File: src/rtl/crank_emulator_if.sv
// Crank emulator bundle: run/config toward the emulator,
// tooth signal and revolution status back.
interface crank_emulator_if #(
  parameter int PW = 24,
  parameter int TW = 8
);
  logic          ena;
  logic [PW-1:0] period;
  logic [TW-1:0] teeth_total;
  logic [3:0]    teeth_missing;
  logic          vr_sig;
  logic [TW-1:0] tooth_num;
  logic          gap;
  logic          rev_pulse;
  logic [15:0]   rev_cnt;
  logic          busy;
  logic          cfg_err;

  modport master (
    output ena, period, teeth_total, teeth_missing,
    input  vr_sig, tooth_num, gap, rev_pulse,
    input  rev_cnt, busy, cfg_err
  );

  modport slave (
    input  ena, period, teeth_total, teeth_missing,
    output vr_sig, tooth_num, gap, rev_pulse,
    output rev_cnt, busy, cfg_err
  );
endinterface

File: src/rtl/crank_emulator.sv
// Missing-tooth crank wheel emulator: drives a VR-style tooth
// train with period/tooth shadows reloaded on tooth/rev wraps.
module crank_emulator #(
  parameter int PW = 24,
  parameter int TW = 8
) (
  input  logic clk,
  input  logic rst,
  crank_emulator_if.slave bus
);
  typedef enum logic {IDLE, RUN} state_t;

  state_t        state, state_nx;
  logic [1:0]    rst_q;
  logic          rst_i;
  logic [PW-1:0] pcnt, period_s, period_fix;
  logic [TW-1:0] tooth, total_s, real_n;
  logic [3:0]    missing_s;
  logic [15:0]   rev_cnt;
  logic          rev_pulse, cfg_err;
  logic          cfg_ok, pwrap, twrap, go;
  logic          busy, vr_sig, gap;

  // Assert immediately, release after two edges.
  always_ff @(posedge clk or negedge rst) begin
    if (!rst) rst_q <= '0;
    else      rst_q <= {rst_q[0], 1'b1};
  end
  assign rst_i = rst_q[1];

  assign cfg_ok = (bus.teeth_total >= TW'(3))
    && (bus.teeth_missing != 4'd0)
    && ({4'b0, bus.teeth_total}
        >= ({{TW{1'b0}}, bus.teeth_missing} + (TW+4)'(2)));

  assign period_fix = (bus.period < PW'(2)) ? PW'(2)
                                            : bus.period;
  assign pwrap  = (pcnt == period_s - PW'(1));
  assign twrap  = pwrap && (tooth == total_s - TW'(1));
  assign go     = bus.ena && cfg_ok;
  assign real_n = total_s - TW'(missing_s);

  always_ff @(posedge clk or negedge rst_i) begin
    if (!rst_i) state <= IDLE;
    else        state <= state_nx;
  end

  always_comb begin
    state_nx = state;
    unique case (state)
      IDLE: if (go) state_nx = RUN;
      RUN: begin
        if (!bus.ena || (twrap && !cfg_ok))
          state_nx = IDLE;
      end
      default: state_nx = IDLE;
    endcase
  end

  always_comb begin
    busy   = (state == RUN);
    vr_sig = busy && (pcnt < (period_s >> 1))
                  && (tooth < real_n);
    gap    = busy && (tooth >= real_n);
  end

  always_ff @(posedge clk or negedge rst_i) begin
    if (!rst_i) begin
      pcnt      <= '0;
      tooth     <= '0;
      rev_cnt   <= '0;
      period_s  <= '0;
      total_s   <= '0;
      missing_s <= '0;
      rev_pulse <= 1'b0;
      cfg_err   <= 1'b0;
    end else begin
      rev_pulse <= 1'b0;
      cfg_err   <= 1'b0;
      if (state == IDLE) begin
        pcnt      <= '0;
        tooth     <= '0;
        rev_pulse <= go;
        cfg_err   <= bus.ena && !cfg_ok;
        if (go) begin
          period_s  <= period_fix;
          total_s   <= bus.teeth_total;
          missing_s <= bus.teeth_missing;
        end
      end else if (!bus.ena) begin
        pcnt  <= '0;
        tooth <= '0;
      end else if (pwrap) begin
        pcnt     <= '0;
        period_s <= period_fix;
        if (twrap) begin
          tooth     <= '0;
          rev_cnt   <= rev_cnt + 16'd1;
          total_s   <= bus.teeth_total;
          missing_s <= bus.teeth_missing;
          rev_pulse <= cfg_ok;
          cfg_err   <= !cfg_ok;
        end else begin
          tooth <= tooth + TW'(1);
        end
      end else begin
        pcnt <= pcnt + PW'(1);
      end
    end
  end

  assign bus.vr_sig    = vr_sig;
  assign bus.tooth_num = tooth;
  assign bus.gap       = gap;
  assign bus.rev_pulse = rev_pulse;
  assign bus.rev_cnt   = rev_cnt;
  assign bus.busy      = busy;
  assign bus.cfg_err   = cfg_err;
endmodule

File: src/flat_wrapper.sv
// flat-port wrapper written by rule: the top's interface ports become plain ports
module crank_emulator_flat 
#(
  parameter int PW = 24,
  parameter int TW = 8
)
  (clk, rst, bus_ena, bus_period, bus_teeth_total, bus_teeth_missing, bus_vr_sig, bus_tooth_num, bus_gap, bus_rev_pulse, bus_rev_cnt, bus_busy, bus_cfg_err);
  crank_emulator_if #(.PW(PW), .TW(TW)) bus_i ();
  input  logic clk;
  input  logic rst;
  input wire logic [$bits(bus_i.ena)-1:0] bus_ena;
  input wire logic [$bits(bus_i.period)-1:0] bus_period;
  input wire logic [$bits(bus_i.teeth_total)-1:0] bus_teeth_total;
  input wire logic [$bits(bus_i.teeth_missing)-1:0] bus_teeth_missing;
  output wire logic [$bits(bus_i.vr_sig)-1:0] bus_vr_sig;
  output wire logic [$bits(bus_i.tooth_num)-1:0] bus_tooth_num;
  output wire logic [$bits(bus_i.gap)-1:0] bus_gap;
  output wire logic [$bits(bus_i.rev_pulse)-1:0] bus_rev_pulse;
  output wire logic [$bits(bus_i.rev_cnt)-1:0] bus_rev_cnt;
  output wire logic [$bits(bus_i.busy)-1:0] bus_busy;
  output wire logic [$bits(bus_i.cfg_err)-1:0] bus_cfg_err;
  assign bus_i.ena = bus_ena;
  assign bus_i.period = bus_period;
  assign bus_i.teeth_total = bus_teeth_total;
  assign bus_i.teeth_missing = bus_teeth_missing;
  assign bus_vr_sig = bus_i.vr_sig;
  assign bus_tooth_num = bus_i.tooth_num;
  assign bus_gap = bus_i.gap;
  assign bus_rev_pulse = bus_i.rev_pulse;
  assign bus_rev_cnt = bus_i.rev_cnt;
  assign bus_busy = bus_i.busy;
  assign bus_cfg_err = bus_i.cfg_err;
  crank_emulator #(.PW(PW), .TW(TW)) u_core (.clk(clk), .rst(rst), .bus(bus_i));
endmodule
File: config.mk
export PLATFORM = sky130hd
export DESIGN_NAME = crank_emulator_flat
export DESIGN_NICKNAME = d
export VERILOG_FILES = /design/src/rtl/crank_emulator_if.sv /design/src/rtl/crank_emulator.sv /design/src/flat_wrapper.sv
export SDC_FILE = /design/constraint.sdc
export NUM_CORES = 1
export LEC_CHECK = 0
export ABC_CLOCK_PERIOD_IN_PS = 4450
export BUFFER_PORTS_ARGS = -buffer_cell sky130_fd_sc_hd__buf_4
export CORE_ASPECT_RATIO = 0.6
export CORE_UTILIZATION = 50
export CTS_CLUSTER_DIAMETER = 200
export CTS_CLUSTER_SIZE = 8
export DETAILED_ROUTE_END_ITERATION = 8
export GPL_TIMING_DRIVEN = 1
export HOLD_SLACK_MARGIN = 0.06
export PLACE_DENSITY = 0.74
export REMOVE_ABC_BUFFERS = 1
export SLEW_MARGIN = 20
export SYNTH_ARGS = -nofsm -noshare
export SYNTH_HDL_FRONTEND = slang
export SYNTH_SLANG_ARGS = --single-unit
File: constraint.sdc
create_clock -name clk -period 4.45 [get_ports clk]
set_input_delay 0.89 -clock clk [delete_from_list [all_inputs] [get_ports clk]]
set_output_delay 0.89 -clock clk [all_outputs]
set_load 0.01 [all_outputs]
==> impl_metrics.env <==
export IMPL_place_ws_ns=0.264
export IMPL_drv_cap=0
export IMPL_ant_nets=0
export IMPL_post_cts_buffers=0
export IMPL_core_area_mm2=0.0115
export IMPL_ioPinCount=68
export IMPL_path_max_fanout=5
export IMPL_yosys_area_share_simple_pct=20.7
export IMPL_period_share_pct=95.9
export IMPL_slowest_stage="dfrtp_1"
export IMPL_hold_viol_final=0
export IMPL_hpwlAfterDp_um=12100
export IMPL_vias=5028
export IMPL_gp_congestion=0.964
export IMPL_cts_buffers=9
export IMPL_period_needed_ns=4.27
export IMPL_die_h_um=87.0
export IMPL_synth_seq_area_share_pct=37.0
export IMPL_fill_cells=965
export IMPL_worstSetupPathDepth=14
export IMPL_worstSetupPathType="flop to primary output"
export IMPL_clock_latency_ns=0.34
export IMPL_synth_area_per_cell_um2=9.52
export IMPL_r2r_start="u_core.period_s[8]"
export IMPL_holdWs_ns=0.256
export IMPL_insertedDiodeCount=0
export IMPL_muxShareOfSynthArea_pct=7.60
export IMPL_max_freq_mhz=234
export IMPL_syn_area_mm2=0.00602
export IMPL_power_density_mw_per_mm2=365
export IMPL_worstMarginPinSlew_ns=0.835
export IMPL_outcome="finished clean"
export IMPL_grt_util_all_layers_pct=26.5
export IMPL_cts_tree="yes"
export IMPL_grt_pass1_vias=4778
export IMPL_htreeDepth=3
export IMPL_ir_drop_uv=234
export IMPL_antenna_found_initial=0
export IMPL_cts_clk_slew_worst_paths_ns=0.07
export IMPL_crit_path_end="bus_vr_sig"
export IMPL_yosysWarnings=0
export IMPL_worstPathRequired_ns=3.56
export IMPL_grt_max_degree=60
export IMPL_worstHoldPathType="flop to asynchronous set/reset pin"
export IMPL_yosys_register_bits=89
export IMPL_root_buffer="clkbuf_16"
export IMPL_dominantRegCellSynth="dfrtp_1"
export IMPL_fin_worst_skew_ns=0.0110
export IMPL_nets=789
export IMPL_cp_common_cell="a21o_1"
export IMPL_maxSlewViolCount=0
export IMPL_setup_viol=0
export IMPL_wl_per_cell_um=17.8
export IMPL_startpoint_type="flop"
export IMPL_drt_initial_drc_count=407
export IMPL_synth_compound_gate_area_share_pct=7.48
export IMPL_fp_dieArea_mm2=0.0125
export IMPL_fp_row_count=30
export IMPL_synth_top_family_by_area="simple AND/OR/NAND/NOR gates"
export IMPL_cpPeakStageDelay_ns=0.43
export IMPL_critPathBufInv=1
export IMPL_synthAdderAreaFrac_pct=9.68
export IMPL_p_leak_uw=0.00330
export IMPL_path_delay_family="compound AO/OA/AOI/OAI gates"
export IMPL_dr_pass1_iters=6
export IMPL_r2r_slack_ns=0.40
export IMPL_start_util_pct=52.3
export IMPL_synth_edf_count=0
export IMPL_area_delta_synth_final_pct=17.0
export IMPL_crit_chain="ha_1 -> a21o_1 -> a21o_1 -> a21o_1 -> nor2_2 -> xnor2_1 -> ha_1 -> a21o_1 -> a21o_1 -> a21oi_1 -> o21ai_1 -> nor4b_2 -> o311a_1 -> buf_4"
export IMPL_r2r_end="u_core.bus.rev_cnt[15]"
export IMPL_setup_ws_ns=0.181
export IMPL_synthXorXnorAreaFrac_pct=13.4
export IMPL_cts_buffer_depth=2
export IMPL_routed_wl_um=15500
export IMPL_drive_above_1_share_pct=19.2
export IMPL_critPathLaunch="u_core.total_s[1]"
export IMPL_rsz0062_at_grt="yes"
export IMPL_syn_inst=633
export IMPL_cts_hold_buf=0
export IMPL_port_buffer_count=67
export IMPL_async_flop_share_pct=100
export IMPL_drc=0
export IMPL_gr_total_overflow=0
export IMPL_cts_sinks=89
export IMPL_grt_pass1_wl_um=25000
export IMPL_die_w_um=144
export IMPL_vias_per_cell=5.79
export IMPL_worstSetupEndpointType="primary output"
export IMPL_maxSlewHeadroom_pct=43.9
export IMPL_rr_worst_depth=10
export IMPL_synth_cell_type_count=55
export IMPL_critPathArrivalTime_ns=3.38
## cell usage after synthesis, drive strengths merged, types with 3 or more instances
cell / instances / area, um2
and2: 4 / 25.0
nor4: 19 / 134
nor4b: 4 / 35.0
and4: 3 / 26.3
nand2: 32 / 128
ha: 45 / 563
inv: 44 / 165
xnor2: 50 / 438
nor2: 68 / 255
or4b: 3 / 30.0
nor2b: 9 / 56.3
xor2: 42 / 368
a31oi: 3 / 18.8
nand4: 19 / 119
nor3b: 3 / 22.5
nand3: 27 / 135
o21ai: 19 / 95.1
or3: 3 / 18.8
clkbuf: 10 / 37.5
a211oi: 4 / 30.0
nand2b: 4 / 25.0
mux2: 35 / 398
and3: 9 / 56.3
or4: 7 / 56.3
mux2i: 6 / 60.1
buf: 5 / 43.8
a21o: 14 / 105
a21oi: 13 / 65.1
dfrtp: 89 / 2230
nor3: 17 / 85.1
## worst register-to-register path: cells and delay by family, from the launching register on
kind                   cells  cell delay, ns
buffers and inverters      2            0.41
flip-flops                 1            0.46
AO/OA/AOI/OAI              2            0.42
XOR/XNOR                   1            0.16
AND/OR/NAND/NOR            5            2.52
## layout by cell type (no fill, tap or decap), drive strengths merged, types with 2 or more instances in the layout
| cell | synthesis | final |
|---|---|---|
| nand4 | 19 | 19 |
| dfrtp | 89 | 89 |
| a211o | 2 | 2 |
| nor4b | 4 | 4 |
| nand2b | 4 | 4 |
| xor2 | 42 | 42 |
| and3 | 9 | 9 |
| nor3 | 17 | 17 |
| inv | 44 | 44 |
| a31oi | 3 | 3 |
| o21a | 2 | 2 |
| clkinv | 0 | 3 |
| or4 | 7 | 7 |
| nor3b | 3 | 3 |
| nand3b | 2 | 2 |
| and4 | 3 | 3 |
| a41o | 2 | 2 |
| o21ai | 19 | 19 |
| mux2i | 6 | 6 |
| buf | 5 | 75 |
| ha | 45 | 45 |
| nand3 | 27 | 27 |
| and2 | 4 | 4 |
| a211oi | 4 | 4 |
| and3b | 2 | 2 |
| or3 | 3 | 3 |
| nor2 | 68 | 68 |
| nand2 | 32 | 32 |
| mux2 | 35 | 35 |
| clkbuf | 10 | 10 |
| xnor2 | 50 | 50 |
| nor4 | 19 | 19 |
| a21oi | 13 | 13 |
| bufinv | 0 | 2 |
| a21o | 14 | 14 |
| o22ai | 2 | 2 |
| or4b | 3 | 3 |
| nor2b | 9 | 9 |
## per-layer routing
metal / routed length (um) / vias to the layer above / track usage (%) / share of wire (%)
li1: - / 2369 / - / -
met1: 7950 / 2455 / 41.7 / 51
met2: 6170 / 190 / 35.6 / 40
met3: 1200 / 14 / 6.32 / 7.7
met4: 163 / 0 / 6.09 / 1.1
met5: 0 / - / 0 / 0
## stage by stage
step	setup TNS (ns)	utilization [%]	total power [uW]	instance area [um2]	instances
after floorplan	0	-	1530	5940	618
after global placement	0	58.3	1720	6710	853
after detailed placement	0	58.3	1750	6710	853
after CTS	0	61.0	2570	7030	868
after global routing	-0.0164	61.1	2710	7050	868
final	0	61.1	2570	7050	868
## sequential cells by signal (all words and copies together), names as in the netlist
register,flops
u_core.bus.rev_pulse,1
u_core.missing_s,4
u_core.bus.cfg_err,1
u_core.total_s,8
u_core.bus.tooth_num,8
u_core.period_s,24
u_core.bus.busy,1
u_core.bus.rev_cnt,16
u_core.rst_q,2
u_core.pcnt,24
## logic make-up (layout without fill, tap and decap cells)
group / count (synthesis) / count (layout)
AOI/OAI and AO/OA: 69 / 69
xor gates and xnor gates: 92 / 92
adders and majority gates: 46 / 46
buffers and inverters: 59 / 134
DFF: 89 / 89
muxes: 41 / 41
other: 1 / 1
and+or+nand+nor: 236 / 236
## where the power goes
part / switching [uW] / total [uW] / leakage [uW] / internal (uW)
sequential: 150 / 1040 / 0.00115 / 891
combinational: 377 / 728 / 0.00200 / 351
clock: 312 / 802 / 0.000153 / 490
total: 839 / 2570 / 0.00330 / 1730
## cell type report
class                      count  area (um2)  area share [%]
timing repair buffer          75         563            7.99
inverter                      44         165            2.34
sequential                    89        2230            31.7
clock buffer                  10         229            3.25
multi-input combinational    485        3570            50.7
tap                          160         200            2.84
clock inverter                 5        82.6            1.17
## how the worst min path moves through the flow
stage,start,cells after the start,end
after floorplan,u_core.rst_q[0],0,u_core.rst_q[1]
after global placement,u_core.rst_q[1],0,u_core.period_s[21]
after detailed placement,u_core.rst_q[1],0,u_core.period_s[19]
after CTS,u_core.rst_q[1],0,u_core.period_s[17]
after global routing,u_core.rst_q[1],0,u_core.period_s[13]
final,u_core.rst_q[1],0,u_core.period_s[17]
## what timing repair did
action | in CTS | in global routing
pin swaps | 0 | 2
endpoints found under the hold margin | 0 | 0
endpoints found under the setup margin | 1 | 5
gates resized for setup | 1 | 6
Power figures use the tool's default switching activity.
